$ cat config.mk
export PLATFORM = sky130hd
export DESIGN_NAME = radix4_booth_multiplier
export DESIGN_NICKNAME = d
export VERILOG_FILES = /design/src/rtl/radix4_booth_multiplier.sv
export SDC_FILE = /design/constraint.sdc
export NUM_CORES = 1
export LEC_CHECK = 0
export BUFFER_PORTS_ARGS = -buffer_cell sky130_fd_sc_hd__buf_2
export CORE_ASPECT_RATIO = 1.1
export CORE_UTILIZATION = 40
export DETAILED_ROUTE_END_ITERATION = 6
export GPL_TIMING_DRIVEN = 0
export PLACE_DENSITY = 0.59
export REMOVE_ABC_BUFFERS = 1
export SLEW_MARGIN = 10
export SYNTH_ARGS = -nofsm -noshare
export SYNTH_HDL_FRONTEND = slang
export SYNTH_SLANG_ARGS = --single-unit
$ cat constraint.sdc
create_clock -name clk -period 7.5 [get_ports clk]
set_input_delay 0 -clock clk [delete_from_list [all_inputs] [get_ports clk]]
set_output_delay 0 -clock clk [all_outputs]
set_load 0.01 [all_outputs]
$ cat src/rtl/radix4_booth_multiplier.sv
// Sequential radix-4 Booth multiplier with signed/unsigned mode and valid/ready handshakes.
// Optional early termination is enabled by defining BOOTH_EARLY_TERM_EN.
module radix4_booth_multiplier #(
    parameter int unsigned N = 32
) (
    input  logic           clk,
    input  logic           rst_n,
    input  logic           in_valid,
    output logic           in_ready,
    input  logic [N-1:0]   a,
    input  logic [N-1:0]   b,
    input  logic           tc,
    input  logic           flush,
    output logic           out_valid,
    input  logic           out_ready,
    output logic [2*N-1:0] product,
    output logic           busy
);

    localparam int unsigned EW = N + 2;
    localparam int unsigned AW = N + 4;
    localparam int unsigned PW = 2 * N;
    localparam int unsigned SW = $clog2(N / 2 + 2);

    typedef enum logic [1:0] {StIdle, StCalc, StDone} state_e;

    state_e          state_q;
    logic [EW-1:0]   mcand_q;
    logic [EW-1:0]   mplier_q;
    logic            overlap_q;
    logic [AW-1:0]   acc_q;
    logic [SW-1:0]   step_q;
    logic [PW-1:0]   product_q;
    logic            out_valid_q;
    logic            busy_q;

    logic [AW-1:0]   mcand_x;
    logic [AW-1:0]   addend;
    logic [AW-1:0]   sum;
    logic [AW-1:0]   acc_next;
    logic [EW-1:0]   mplier_next;
    logic [PW-1:0]   final_res;

    always_comb begin
        mcand_x = {{2{mcand_q[EW-1]}}, mcand_q};
        addend  = '0;
        // Booth digit from {m[1], m[0], overlap}
        unique case ({mplier_q[1:0], overlap_q})
            3'b000, 3'b111: addend = '0;
            3'b001, 3'b010: addend = mcand_x;
            3'b011:         addend = {mcand_x[AW-2:0], 1'b0};
            3'b100:         addend = -{mcand_x[AW-2:0], 1'b0};
            3'b101, 3'b110: addend = -mcand_x;
            default:        addend = '0;
        endcase
        sum         = acc_q + addend;
        acc_next    = {{2{sum[AW-1]}}, sum[AW-1:2]};
        mplier_next = {sum[1:0], mplier_q[EW-1:2]};
        final_res   = {acc_next[N-3:0], mplier_next};
    end

`ifdef BOOTH_EARLY_TERM_EN
    logic [SW:0]            shamt;
    logic [EW-1:0]          early_mask;
    logic signed [AW+EW-1:0] chain_s;
    logic [PW-1:0]          early_prod;
    logic                   early_hit;

    always_comb begin
        shamt      = {step_q, 1'b0};
        // Low 2*S multiplier bits are still unprocessed
        early_mask = ~({EW{1'b1}} << shamt);
        early_hit  = (((mplier_q & early_mask) == '0) && !overlap_q) ||
                     (((mplier_q | ~early_mask) == '1) && overlap_q);
        chain_s    = {acc_q, mplier_q};
        early_prod = PW'(chain_s >>> shamt);
    end
`endif

    always_ff @(posedge clk or negedge rst_n) begin
        if (!rst_n) begin
            state_q     <= StIdle;
            mcand_q     <= '0;
            mplier_q    <= '0;
            overlap_q   <= 1'b0;
            acc_q       <= '0;
            step_q      <= '0;
            product_q   <= '0;
            out_valid_q <= 1'b0;
            busy_q      <= 1'b0;
        end else if (flush) begin
            state_q     <= StIdle;
            out_valid_q <= 1'b0;
            busy_q      <= 1'b0;
        end else begin
            case (state_q)
                StIdle: begin
                    if (in_valid) begin
                        mcand_q   <= tc ? {{2{a[N-1]}}, a} : {2'b00, a};
                        mplier_q  <= tc ? {{2{b[N-1]}}, b} : {2'b00, b};
                        overlap_q <= 1'b0;
                        acc_q     <= '0;
                        step_q    <= SW'(N / 2 + 1);
                        busy_q    <= 1'b1;
                        state_q   <= StCalc;
                    end
                end
                StCalc: begin
`ifdef BOOTH_EARLY_TERM_EN
                    if (early_hit) begin
                        product_q   <= early_prod;
                        out_valid_q <= 1'b1;
                        busy_q      <= 1'b0;
                        state_q     <= StDone;
                    end else begin
`else
                    begin
`endif
                        acc_q     <= acc_next;
                        mplier_q  <= mplier_next;
                        overlap_q <= mplier_q[1];
                        step_q    <= step_q - SW'(1);
                        if (step_q == SW'(1)) begin
                            product_q   <= final_res;
                            out_valid_q <= 1'b1;
                            busy_q      <= 1'b0;
                            state_q     <= StDone;
                        end
                    end
                end
                StDone: begin
                    if (out_ready) begin
                        out_valid_q <= 1'b0;
                        state_q     <= StIdle;
                    end
                end
                default: state_q <= StIdle;
            endcase
        end
    end

    assign in_ready  = (state_q == StIdle);
    assign out_valid = out_valid_q;
    assign product   = product_q;
    assign busy      = busy_q;

endmodule

## After elaboration in Yosys (flattened, before gate mapping)

Index checks and enable logic that the tools add are counted.

- Bits in registers: 178
- Word-level logic and storage cells: 66

- $add $sub $neg: 4
- Equality and inequality tests: 14
- Multiplexer cells: 24
- Bitwise logic cells: 1
- Reductions and logical operators: 14

Operators with widths:

| cell | number |
|---|---|
| 36-bit one-hot mux with 5 select lines | 1 |
| 34-bit 2-to-1 mux | 3 |
| 36-bit negation | 2 |
| 36-bit one-hot mux with 2 select lines | 1 |
| 34-bit one-hot mux with 2 select lines | 1 |
| 36-bit adder | 1 |
| 36-bit 2-to-1 mux | 1 |
| 3-bit AND reduction | 6 |
| 3-bit equality test (second input constant) | 4 |
| 5-bit one-hot mux with 2 select lines | 1 |
| 2-bit 2-to-1 mux | 4 |
| 1-bit 2-to-1 mux | 7 |
| 3-bit by 2-bit equality test with 1-bit output (second input constant) | 2 |
| 3-bit != test (second input constant) | 2 |
| 1-bit one-hot mux with 2 select lines | 3 |
| 2-bit one-hot mux with 3 select lines | 1 |
| 3-bit nonzero test | 2 |
| 2-bit OR reduction | 3 |
| 5-bit by 1-bit equality test with 1-bit output (second input constant) | 1 |
| 5-bit 2-to-1 mux | 1 |
| 5-bit by 1-bit subtractor with 5-bit output (second input constant) | 1 |
| 3-bit by 1-bit equality test with 1-bit output (second input constant) | 1 |
| 3-bit logical NOT | 1 |
| 3-bit by 2-bit != test with 1-bit output (second input constant) | 1 |
| 6 further kinds | 6 |

## Logic depth before layout (Yosys ltp)

Gate-level depths: netlist of the first run.

- Word-level depth: 5
- Gate-level depth with buffers: 26

## Least setup slack after synthesis of the first run

OpenSTA, ideal clock, no wires.

- Path type: reg-to-reg
- Start point: register mcand_q[9]
- End point: register acc_q[34]
- Library setup time: 69 ps
- Arrival: 5037 ps
- Data required time: 7431 ps
- Path slack: 2394 ps
- Stages on the path, launching flop included: 24
- Path buffers: 3
- Cell sequence: dfrtp_1 > buf_6 > or4_4 > or4b_1 > buf_2 > nor3_1 > nand2_1 > nor3_1 > nand2b_1 > xnor2_1 > a221oi_1 > a31oi_1 > ha_1 > clkbuf_1 > a21oi_1 > o21ai_0 > a31oi_1 > o41ai_1 > a41oi_1 > o31ai_1 > o41a_1 > xnor2_2 > or3_1 > nand3_1

- Cells in the longest elaborated chain, start to end: 4

RTL lines:

| what | line | source |
|---|---|---|
| from (decl) | 28 | `logic [EW-1:0] mcand_q;` |
| from (signal assigned) | 99 | `mcand_q <= tc ? {{2{a[N-1]}}, a} : {2'b00, a};` |
| 36-bit negation (on tied branches) | 53, 52 |  |
| 36-bit one-hot mux with 5 select lines (*) | 48 | `unique case ({mplier_q[1:0], overlap_q})` |
| 36-bit adder (*) | 56 | `sum = acc_q + addend;` |
| 36-bit one-hot mux with 2 select lines (*) | 96 | `case (state_q)` |
| to (signal assigned) | 119 | `acc_q <= acc_next;` |
| to (decl) | 31 | `logic [AW-1:0] acc_q;` |

Mark *: on every way between the ends. The rest lies on a longest branch, timed or not.
A chain may end at the register's enable or synchronous reset.

## Final worst setup path of the first run

- Start point: register overlap_q
- End point: register acc_q[32]

- Cells in the longest elaborated chain, start to end: 5

RTL lines:

| what | line | source |
|---|---|---|
| from (decl) | 30 | `logic overlap_q;` |
| from (signal assigned) | 121 | `overlap_q <= mplier_q[1];` |
| 3-bit equality test, or another cell as far along | 48 |  |
| 2-bit OR reduction | 48 |  |
| 36-bit one-hot mux with 5 select lines (*) | 48 |  |
| 36-bit adder (*) | 56 |  |
| 36-bit one-hot mux with 2 select lines (*) | 96 |  |

Marked as above.

==> metrics.yaml, run 1 <==
critical_path:
  crit_buf_inv: 1
  path_cells: "inv_1 > nor2_1 > nand2_1 > a31oi_1 > ha_1 > a21o_1 > a221oi_1 > o311ai_0 > a21oi_1 > o31ai_1 > a41oi_1 > o21ai_0 > a221oi_1 > xor2_1 > o21ai_0"
  critical_path_depth: 15
  path_class: "register to register"
  slowest_stage: "sky130_fd_sc_hd__nor2_1"
  critical_path.top_delay_family: "compound AO/OA/AOI/OAI gates"
  timing.critical_path.slowest_cell_delay_ps: 1160
  worstPathMaxFanout: 24
  worstRegToRegCells: 15
  crit_path_dat_ps: 6370
  crit_path_start_kind: "register"
  cp.required_ps: 7790
  setup.worst_path.end_class: "register"
route:
  drc: 0
  antenna_violating_nets_left: 0
  number_of_iterations_in_the_first_detailed_routing_pass: 5
  post_drt_wl_per_cell_um: 16.4
  totalWireLength_mm: 27.8
  vias: 9214
  drt_iter0_markers: 598
  routed_via_density: 5.43
synthesis:
  yosys.area_share.adder_pct: 4.73
  ys_seq_elements: 175
  netlist.area_leader.share_pct: 41.8
  synth.lib_cells_used.distinct: 63
  yosys.cell_count.top_type: "sky130_fd_sc_hd__nand2_1"
  synth_top_cells_by_area: "sky130_fd_sc_hd__dfrtp_1, sky130_fd_sc_hd__nand2_1, sky130_fd_sc_hd__mux2_2"
  post_synth_mux_area_share_pct: 7.58
  synth_instances: 1173
  share_of_synthesized_cell_area_in_and_or_nand_and_nor_gates_pct: 16.7
  yosysSeqAreaShare_pct: 41.8
  synth_edf_count: 0
  synth_compound_gate_area_share_pct: 19.6
  ys_dominant_reg_cell: "sky130_fd_sc_hd__dfrtp_1"
  synthXorXnorAreaFrac_pct: 5.76
  synth.largest_area_cell: "sky130_fd_sc_hd__dfrtp_1"
  yosys_warnings: 0
  syn_area_mm2: 0.0105
  synth_async_sr_flop_share_pct: 100
  synth_top_family_by_area: "compound AO/OA/AOI/OAI gates"
  syn_avg_cell_area_um2: 8.92
  yosys-top-cells-count: "sky130_fd_sc_hd__nand2_1, sky130_fd_sc_hd__dfrtp_1, sky130_fd_sc_hd__o21ai_0"
clock_network:
  cts_resized: 0
  tritoncts_clock_tree: "built"
  clk_latency_ps: 440
  numCtsBuffers: 17
  sinks_on_clock_net: 175
  clock_tree.htree_level_count: 4
  ctsRootBufferMaster: "sky130_fd_sc_hd__clkbuf_16"
  cts-root-to-sink-buffers: 2
  cts_setup_buffers: 0
  cts.reportedPaths.clkPinSlew_ps: 80
placement:
  number_of_buffer_cells_added_on_primary_ports: 136
  place_worst_setup_slack_ps: 1540
  gp_congestion: 0.885
  post-dp-hpwl_mm: 19.1
timing:
  timing.final.crit_share_pct: 80.9
  worst_slew_margin_rel_pct: 10.9
  final_setup_margin_ps: 1430
  setup_violations_final: 0
  rsz0062_at_grt: "false"
  hold_viol: 0
  worst_slew_pin_slew_ps: 1330
  drv_slew: 0
  period_minus_slack_ps: 6070
  hold_slack_ps: 76.2
  skew_ps: 23.9
  max_clock_freq_mhz: 165
floorplan:
  coreArea_mm2: 0.0255
  die-width_um: 156
  ioPinCount: 137
  die_height_um: 172
  placement_rows: 61
  initial_utilization_pct: 41.1
  design.die.area_mm2: 0.0268
min_path:
  hold_path.class: "input port to async pin"
cells_and_area:
  fillers: 2439
  area_growth_syn_to_layout_pct: 23.2
  finalNetCount: 1448
  antenna_cells: 0
  drive_gt1_share_pct: 19.6
power:
  vdd_drop_max_v: 0.000183
  power.density_mw_per_mm2: 428
  power.static_leakage_nw: 6.23
global_routing:
  number_of_global_route_vias_before_repair: 8992
  largest_net_degree_at_the_start_of_global_routing: 106
  antenna_found_initial: 0
  grt_first_pass_wirelength_mm: 46.3
  grt_overflow_total: 0
  grtUsageTotal_pct: 21.6
run:
  max_cap_violations: 0
status:
  run_status: "completed"
-- final timing paths --
check                                   startpoint                        to  slack, ps
hold / removal                               rst_n   product[26]$_DFFE_PN0P_         80
min in group clk                             b[22]  mplier_q[22]$_DFFE_PN0P_        290
hold reg to reg            product[37]$_DFFE_PN0P_   product[37]$_DFFE_PN0P_        480
setup / recovery             overlap_q$_DFFE_PN0P_     acc_q[32]$_DFFE_PN0P_       1430
max in group asynchronous                    rst_n   mcand_q[12]$_DFFE_PN0P_       6450
setup reg to reg             overlap_q$_DFFE_PN0P_     acc_q[32]$_DFFE_PN0P_       1430
-- routing by layer --
layer	share of wire [%]	global-route usage (%)
met5	0	0
met4	1.3	5.88
met3	4.5	3.33
met2	48	36.4
met1	46	28.8
-- what timing repair did --
item                                    4_1_cts  5_1_grt
hold endpoints to repair                    140        0
endpoints found under the setup margin        0        0
hold buffers                                 75        0
-- cell families (layout without fill, tap and decap cells) --
family,after synthesis,after routing
mux,71,71
simple gates,403,403
buf+inv,101,280
xor+xnor,68,68
flops,175,175
fa+ha+maj,39,39
compound gates,316,316
-- registers in the layout (all words and copies together), names as in the netlist --
name,count
product,64
mplier_q,34
out_valid,1
busy,1
acc_q,34
overlap_q,1
step_q,5
mcand_q,33
state_q,2
-- power by group --
part	switching [mW]	internal [mW]	total (mW)
sequential	0.382	1.31	1.69
combinational	1.69	1.25	2.94
clock	0.445	0.450	0.895
total	2.52	3.01	5.53
-- layout make-up --
| type | instances | area, um^2 | share of cell area, % |
|---|---|---|---|
| inverter | 20 | 75.1 | 0.582 |
| clock inverter | 14 | 163 | 1.26 |
| timing repair buffer | 228 | 1700 | 13.2 |
| tap | 346 | 433 | 3.36 |
| multi-input combinational | 897 | 5720 | 44.4 |
| clock buffer | 18 | 429 | 3.33 |
| sequential | 175 | 4380 | 34.0 |
-- metrics by stage --
step | instances | utilization (%) | area (um^2) | TNS (ps) | total power, mW
4_1_cts | 1698 | 50.6 | 12900 | 0 | 5.56
5_1_grt | 1698 | 50.6 | 12900 | 0 | 5.99
3_3_place_gp | 1574 | 44.2 | 11300 | -1271280 | 4.53
3_5_place_dp | 1591 | 45.3 | 11600 | 0 | 4.61
6_report | 1698 | 50.6 | 12900 | 0 | 5.53
2_1_floorplan | 1092 | - | 10100 | -217580 | 3.72
-- cells in the final DEF, fill, tap and decap left out, types with 15 or more instances in the layout --
cell	netlist	routed
sky130_fd_sc_hd__clkbuf_16	0	17
sky130_fd_sc_hd__o21ai_0	79	79
sky130_fd_sc_hd__nor2_1	57	56
sky130_fd_sc_hd__a22oi_1	41	41
sky130_fd_sc_hd__xnor2_1	42	42
sky130_fd_sc_hd__xor2_1	25	25
sky130_fd_sc_hd__a22o_1	26	26
sky130_fd_sc_hd__mux2_2	66	66
sky130_fd_sc_hd__dfrtp_1	175	172
sky130_fd_sc_hd__ha_1	38	38
sky130_fd_sc_hd__dlygate4sd3_1	0	75
sky130_fd_sc_hd__nor3_1	16	16
sky130_fd_sc_hd__inv_1	20	20
sky130_fd_sc_hd__a21oi_1	72	72
sky130_fd_sc_hd__a21o_1	15	15
sky130_fd_sc_hd__nand2_1	255	254
sky130_fd_sc_hd__buf_2	5	137
Note: power is estimated with default switching activity, not from simulation.
==> run 2: changes to the inputs <==
PLACE_DENSITY = 0.61   (was 0.59)
clock period = 5.4 ns   (was 7.5 ns; I/O delays follow)
==> metrics.yaml, run 2 (synthesized netlist as in run 1, its figures left out) <==
floorplan:
  die_height_um: 172  # unchanged
  die-width_um: 156  # unchanged
  design.die.area_mm2: 0.0268  # unchanged
  ioPinCount: 137  # unchanged
  initial_utilization_pct: 41.1  # unchanged
  placement_rows: 61  # unchanged
  coreArea_mm2: 0.0255  # unchanged
clock_network:
  cts.reportedPaths.clkPinSlew_ps: 80  # about the same
  numCtsBuffers: 17  # unchanged
  clock_tree.htree_level_count: 4  # unchanged
  clk_latency_ps: 450  # was 440 ps
  sinks_on_clock_net: 175  # unchanged
  cts-root-to-sink-buffers: 2  # unchanged
  tritoncts_clock_tree: "built"  # unchanged
  ctsRootBufferMaster: "sky130_fd_sc_hd__clkbuf_16"  # unchanged
route:
  drt_iter0_markers: 529  # was 598
  routed_via_density: 5.39  # was 5.43
  totalWireLength_mm: 28.3  # was 27.8 mm
  top_layer_used_by_detailed_routing: "met4"  # unchanged
  post_drt_wl_per_cell_um: 16.4  # about the same
  antenna_violating_nets_left: 0  # unchanged
  met1Wirelength_mm: 12.9  # was 12.8 mm
  dr_wl_met2_mm: 13.6  # was 13.3 mm
  vias: 9319  # was 9214
  number_of_iterations_in_the_first_detailed_routing_pass: 5  # unchanged
  met3_wirelength_from_detailed_routing_mm: 1.39  # was 1.25 mm
  drc: 0  # unchanged
critical_path:
  crit_path_start_kind: "register"  # unchanged
  path_class: "register to register"  # unchanged
  r2r-end: "acc_q[34]$_DFFE_PN0P_"  # was acc_q[32]$_DFFE_PN0P_
  setup.worst_path.end_class: "register"  # unchanged
  crit_path_dat_ps: 5650  # was 6370 ps
  cp.required_ps: 5780  # was 7790 ps
  crit_buf_inv: 0  # was 1
  worstReg2RegStart: "mcand_q[10]$_DFFE_PN0P_"  # was overlap_q$_DFFE_PN0P_
  path_cells: "or4_4 > or4b_4 > or3b_4 > mux2_2 > o21ai_0 > o21ai_0 > ha_1 > a21oi_1 > o21ai_1 > a31oi_1 > o41ai_2 > a41oi_2 > o31ai_4 > o41a_1 > xnor2_2 > or3_1 > nand3_1"  # was inv_1 > nor2_1 > nand2_1 > a31oi_1 > ha_1 > a21o_1 > a221oi_1 > o311ai_0 > a21oi_1 > o31ai_1 > a41oi_1 > o21ai_0 > a221oi_1 > xor2_1 > o21ai_0
  regToRegSetupSlack_ps: 130  # was 1430 ps
  slowest_stage: "sky130_fd_sc_hd__or4b_4"  # was sky130_fd_sc_hd__nor2_1
  worstRegToRegCells: 17  # was 15
  worstPathMaxFanout: 7  # was 24
  critical_path.top_delay_family: "simple AND/OR/NAND/NOR gates"  # was compound AO/OA/AOI/OAI gates
  timing.critical_path.slowest_cell_delay_ps: 610  # was 1160 ps
  timing.critical_path.mode_cell: "sky130_fd_sc_hd__o21ai_0"
power:
  total_switching_power_mw: 3.63  # was 2.52 mW
  fraction_of_power_consumed_by_sequential_logic_pct: 29.3  # was 30.6%
  comb_power_share_pct: 54.3  # was 53.3%
  power.static_leakage_nw: 6.46  # was 6.23 nW
  intPower_mw: 4.40  # was 3.01 mW
  switching_share_pct: 45.2  # was 45.5%
  p_clk_share_pct: 16.4  # was 16.2%
  power.density_mw_per_mm2: 598  # was 428 mW/mm^2
  vdd_drop_max_v: 0.000301  # was 0.000183 V
placement:
  place_worst_setup_slack_ps: -602  # was 1540 ps
  number_of_buffer_cells_added_on_primary_ports: 136  # unchanged
  placedInstanceArea_mm2: 0.0116  # about the same
  gp_congestion: 0.900  # was 0.885
  post-dp-hpwl_mm: 19.2  # was 19.1 mm
cells_and_area:
  layout.core_utilization_pct: 52.6  # was 50.6%
  layout_commonest_cell: "sky130_fd_sc_hd__nand2_1"  # unchanged
  largest_reg_flops: 64  # unchanged
  antenna_cells: 0  # unchanged
  layout_common_cells: "sky130_fd_sc_hd__nand2_1, sky130_fd_sc_hd__dfrtp_1, sky130_fd_sc_hd__buf_2"  # unchanged
  area_growth_syn_to_layout_pct: 28.2  # was 23.2%
  drive_gt1_share_pct: 24.2  # was 19.6%
  layout.cell_area.non_filler_mm2: 0.0134  # was 0.0129 mm^2
  finalNetCount: 1479  # was 1448
timing:
  hold_slack_ps: 65.6  # was 76.2 ps
  drv_slew: 0  # unchanged
  final_setup_margin_ps: 135  # was 1430 ps
  timing.final.crit_share_pct: 97.5  # was 80.9%
  setup_violations_final: 0  # unchanged
  period_minus_slack_ps: 5270  # was 6070 ps
  worst_slew_pin_slew_ps: 1070  # was 1330 ps
  hold_viol: 0  # unchanged
  skew_ps: 20.3  # was 23.9 ps
  worst_slew_margin_rel_pct: 27.8  # was 10.9%
  max_clock_freq_mhz: 190  # was 165 MHz
status:
  run_status: "completed"  # unchanged
global_routing:
  largest_net_degree_at_the_start_of_global_routing: 66  # was 106
  antenna_found_initial: 0  # unchanged
  number_of_global_route_vias_before_repair: 8810  # was 8992
  grt_first_pass_wirelength_mm: 45.9  # was 46.3 mm
  grtUsageTotal_pct: 21.5  # was 21.6%
  grt_overflow_total: 0  # unchanged
run:
  max_cap_violations: 0  # unchanged
min_path:
  hold_path.class: "input port to async pin"  # unchanged
[run 2: worst reg2reg max path, delay by kind of cell (launching register included)]
kind | cells | cell delay, ps
simple gates | 5 | 2030
compound gates | 9 | 1850
flops | 1 | 460
fa+ha+maj | 1 | 430
mux | 1 | 280
xor+xnor | 1 | 150
[run 2: power groups by stage]
stage                     Clock (mW)  Sequential, mW  Combinational [mW]
final                           1.32            2.35                4.36
after global placement             0            2.40                3.89
after global routing            1.38            2.44                4.84
after CTS                       1.34            2.34                4.15
after detailed placement           0            2.35                4.04
after floorplan                    0            2.35                2.81
[run 2: routing by layer]
metal  global-route usage, %  vias up
li1                        -     4586
met1                    28.8     4459
met2                    35.5      247
met3                    3.55       27
met4                    6.44        0
met5                       0        -
[run 2: area by class of cell]
cell class              instances  area (um^2)
clock buffers                  18          439
clock inverters                14          194
fillers                      2380        12100
inverters                      20         78.8
multi-input cells             897         5930
flip-flops and latches        175         4390
well taps                     346          433
repair buffers                258         1950
repair inverters                1         5.00
[run 2: timing repair]
action,4_1_cts,5_1_grt
endpoints found under the hold margin,245,0
buffers inserted,1,26
hold buffers,75,0
endpoints found under the setup margin,19,12
resized for setup,17,36
pin swaps,1,17
cloned,0,1
[run 2: worst max-delay path by stage]
stage	start	slack, ps	endpoint	depth (start not counted)
after floorplan	state_q[0]$_DFFE_PN0P_	-5420	acc_q[12]$_DFFE_PN0P_	3
after global placement	state_q[1]$_DFFE_PN0P_	-18540	acc_q[29]$_DFFE_PN0P_	3
after detailed placement	overlap_q$_DFFE_PN0P_	-600	acc_q[32]$_DFFE_PN0P_	16
after CTS	mplier_q[1]$_DFFE_PN0P_	7	acc_q[32]$_DFFE_PN0P_	17
final	mcand_q[10]$_DFFE_PN0P_	130	acc_q[34]$_DFFE_PN0P_	17
after global routing	mcand_q[10]$_DFFE_PN0P_	-40	acc_q[34]$_DFFE_PN0P_	20
[run 2: stage by stage]
stage / power, mW / std cells / setup TNS, ps
after floorplan: 5.16 / 1092 / -398200
after global placement: 6.29 / 1574 / -1528910
after detailed placement: 6.39 / 1594 / -4940
after CTS: 7.83 / 1702 / 0
after global routing: 8.66 / 1729 / -35.3
final: 8.02 / 1729 / 0
==> run 3: changes to the inputs <==
ABC_AREA = 1   (was not set)
CTS_BUF_LIST = sky130_fd_sc_hd__clkbuf_4 sky130_fd_sc_hd__clkbuf_8 sky130_fd_sc_hd__clkbuf_16   (was not set)
==> metrics.yaml, run 3 <==
status:
  run_status: "completed"  # unchanged
critical_path:
  r2r-end: "product[56]$_DFFE_PN0P_"  # was acc_q[34]$_DFFE_PN0P_
  path_class: "register to register"  # unchanged
  regToRegSetupSlack_ps: 930  # was 130 ps
  cp.required_ps: 5780  # about the same
  worstReg2RegStart: "mplier_q[0]$_DFFE_PN0P_"  # was mcand_q[10]$_DFFE_PN0P_
  crit_path_dat_ps: 4850  # was 5650 ps
  worstRegToRegCells: 18  # was 17
  setup.worst_path.end_class: "register"  # unchanged
  crit_path_start_kind: "register"  # unchanged
  worstPathMaxFanout: 22  # was 7
  worst_setup_path_startpoint: "mplier_q[0]$_DFFE_PN0P_"  # was mcand_q[10]$_DFFE_PN0P_
clock_network:
  cts-root-to-sink-buffers: 2  # unchanged
  tritoncts_clock_tree: "built"  # unchanged
  cts_resized: 0  # was 17
  clk_latency_ps: 460  # was 450 ps
  ctsRootBufferMaster: "sky130_fd_sc_hd__clkbuf_16"  # unchanged
  cts_hold_buf: 70  # was 75
  sinks_on_clock_net: 175  # unchanged
  cts.reportedPaths.clkPinSlew_ps: 80  # about the same
  numCtsBuffers: 17  # unchanged
  cts_setup_buffers: 0  # was 1
  clock_tree.htree_level_count: 4  # unchanged
synthesis:
  ys_dominant_reg_cell: "sky130_fd_sc_hd__dfrtp_1"  # unchanged
  yosys-top-cells-count: "sky130_fd_sc_hd__nand2_1, sky130_fd_sc_hd__dfrtp_1, sky130_fd_sc_hd__inv_1"  # was sky130_fd_sc_hd__nand2_1, sky130_fd_sc_hd__dfrtp_1, sky130_fd_sc_hd__o21ai_0
  synth.lib_cells_used.distinct: 52  # was 63
  yosys.cell_count.top_type: "sky130_fd_sc_hd__nand2_1"  # unchanged
  yosys_warnings: 0  # unchanged
  synth.largest_area_cell: "sky130_fd_sc_hd__dfrtp_1"  # unchanged
  ys_seq_elements: 175  # unchanged
  synth_async_sr_flop_share_pct: 100  # unchanged
  syn_avg_cell_area_um2: 7.42  # was 8.92 um^2
  netlist.area_leader.share_pct: 41.1  # was 41.8%
  syn_area_mm2: 0.0107  # was 0.0105 mm^2
  synth_edf_count: 0  # unchanged
  synth_top_cells_by_area: "sky130_fd_sc_hd__dfrtp_1, sky130_fd_sc_hd__nand2_1, sky130_fd_sc_hd__nand3_1"  # was sky130_fd_sc_hd__dfrtp_1, sky130_fd_sc_hd__nand2_1, sky130_fd_sc_hd__mux2_2
  synth_instances: 1435  # was 1173
  yosysSeqAreaShare_pct: 41.1  # was 41.8%
route:
  post_drt_wl_per_cell_um: 15.7  # was 16.4 um
  routed_via_density: 5.14  # was 5.39
  number_of_iterations_in_the_first_detailed_routing_pass: 6  # was 5
  antenna_violating_nets_left: 0  # unchanged
  vias: 10200  # was 9319
  drt_iter0_markers: 643  # was 529
  drc: 0  # unchanged
  totalWireLength_mm: 31.0  # was 28.3 mm
timing:
  drv_slew: 0  # unchanged
  hold_slack_ps: 105  # was 65.6 ps
  rsz0062_at_grt: "false"
  worst_slew_margin_rel_pct: 36.9  # was 27.8%
  timing.final.crit_share_pct: 82.7  # was 97.5%
  max_clock_freq_mhz: 224  # was 190 MHz
  skew_ps: 23.0  # was 20.3 ps
  setup_violations_final: 0  # unchanged
  period_minus_slack_ps: 4470  # was 5270 ps
  worst_slew_pin_slew_ps: 942  # was 1070 ps
  hold_viol: 0  # unchanged
cells_and_area:
  area_growth_syn_to_layout_pct: 22.3  # was 28.2%
  layout_commonest_cell: "sky130_fd_sc_hd__nand2_1"  # unchanged
  layout_common_cells: "sky130_fd_sc_hd__nand2_1, sky130_fd_sc_hd__dfrtp_1, sky130_fd_sc_hd__inv_1, sky130_fd_sc_hd__buf_2, sky130_fd_sc_hd__nand3_1"  # was sky130_fd_sc_hd__nand2_1, sky130_fd_sc_hd__dfrtp_1, sky130_fd_sc_hd__buf_2
  layout.cell_area.non_filler_mm2: 0.0130  # was 0.0134 mm^2
  finalNetCount: 1724  # was 1479
  drive_gt1_share_pct: 14.3  # was 24.2%
  largest_reg_flops: 64  # unchanged
  antenna_cells: 0  # unchanged
  layout.core_utilization_pct: 49.8  # was 52.6%
min_path:
  hold_path.class: "input port to async pin"  # unchanged
power:
  vdd_drop_max_v: 0.000236  # was 0.000301 V
  p_total_mw: 7.34  # was 8.02 mW
  power.density_mw_per_mm2: 564  # was 598 mW/mm^2
  power.static_leakage_nw: 6.32  # was 6.46 nW
placement:
  placedInstanceArea_mm2: 0.0117  # was 0.0116 mm^2
  gp_congestion: 0.908  # was 0.900
  number_of_buffer_cells_added_on_primary_ports: 136  # unchanged
  post-dp-hpwl_mm: 22.4  # was 19.2 mm
global_routing:
  largest_net_degree_at_the_start_of_global_routing: 108  # was 66
  grt_first_pass_wirelength_mm: 51.3  # was 45.9 mm
  grt_overflow_total: 0  # unchanged
  antenna_found_initial: 0  # unchanged
  number_of_global_route_vias_before_repair: 10200  # was 8810
  grtUsageTotal_pct: 23.9  # was 21.5%
floorplan:
  die_height_um: 173  # was 172 um
  placement_rows: 62  # was 61
  design.die.area_mm2: 0.0273  # was 0.0268 mm^2
  coreArea_mm2: 0.0261  # was 0.0255 mm^2
  initial_utilization_pct: 40.7  # was 41.1%
  die-width_um: 158  # was 156 um
  ioPinCount: 137  # unchanged
run:
  max_cap_violations: 0  # unchanged
==> run 3: logic make-up after synthesis <==
| kind of cell | share of synthesized area (%) |
|---|---|
| AO/OA/AOI/OAI | 15.9 |
| XOR/XNOR | 2.63 |
| AND/OR/NAND/NOR | 28.2 |
| buffers and inverters | 7.57 |
| flip-flops | 41.1 |
| adder cells (fa/ha/maj) | 4.65 |
==> run 3: where the power goes <==
part | switching [mW] | internal (mW)
logic | 2.50 | 1.35
clock network | 0.656 | 0.632
registers | 0.364 | 1.84
total | 3.52 | 3.83
==> run 3: metal layers <==
layer	GRT usage (%)	vias to the layer above	routed length [um]	share of wire, %
met5	0	-	0	0
met4	7.77	0	603	1.9
met3	4.61	32	1740	5.6
met2	39.3	262	14200	46
met1	31.4	4763	14400	47
li1	-	5111	-	-
==> run 3: worst max-delay path, stage by stage (launching register included) <==
cell                       delay, ps
sky130_fd_sc_hd__dfrtp_1         440
sky130_fd_sc_hd__nand2_1         110
sky130_fd_sc_hd__inv_1            50
sky130_fd_sc_hd__nor2_1           80
sky130_fd_sc_hd__inv_1           100
sky130_fd_sc_hd__nor2_1          730
sky130_fd_sc_hd__inv_1           630
sky130_fd_sc_hd__o211ai_1        560
sky130_fd_sc_hd__fa_1            370
sky130_fd_sc_hd__nand3_1         100
sky130_fd_sc_hd__nand2_1         180
sky130_fd_sc_hd__nand2_1          70
sky130_fd_sc_hd__nand2_1         150
sky130_fd_sc_hd__nand2_1          70
sky130_fd_sc_hd__nand2_1         150
sky130_fd_sc_hd__a21oi_1         110
sky130_fd_sc_hd__xnor2_1         340
sky130_fd_sc_hd__nand2_1          90
sky130_fd_sc_hd__nand2_1          80
==> run 3: through the flow <==
step           std cells  setup WS, ps  setup TNS, ps
6_report            1980           933              0
5_1_grt             1980           592              0
4_1_cts             1980           941              0
3_5_place_dp        1878           978              0
3_3_place_gp        1873         -1440         -45950
2_1_floorplan       1385          1270              0
==> run 3: how the worst max path moves through the flow <==
stage                                    to  slack, ps  cells past startpoint
floorplan             step_q[4]$_DFFE_PN0P_       1270                      8
CTS                 product[56]$_DFFE_PN0P_        940                     18
global placement      step_q[4]$_DFFE_PN0P_      -1440                      8
finish              product[56]$_DFFE_PN0P_        930                     18
detailed placement  product[56]$_DFFE_PN0P_        980                     18
global route          acc_q[31]$_DFFE_PN0P_        590                     17
==> run 3: layout make-up <==
type / instances / area [um^2]
flip-flops and latches: 175 / 4380
well taps: 352 / 440
clock buffers: 17 / 425
clock inverters: 15 / 183
fillers: 2644 / 13100
multi-input cells: 1056 / 5490
inverters: 154 / 583
repair buffers: 211 / 1520
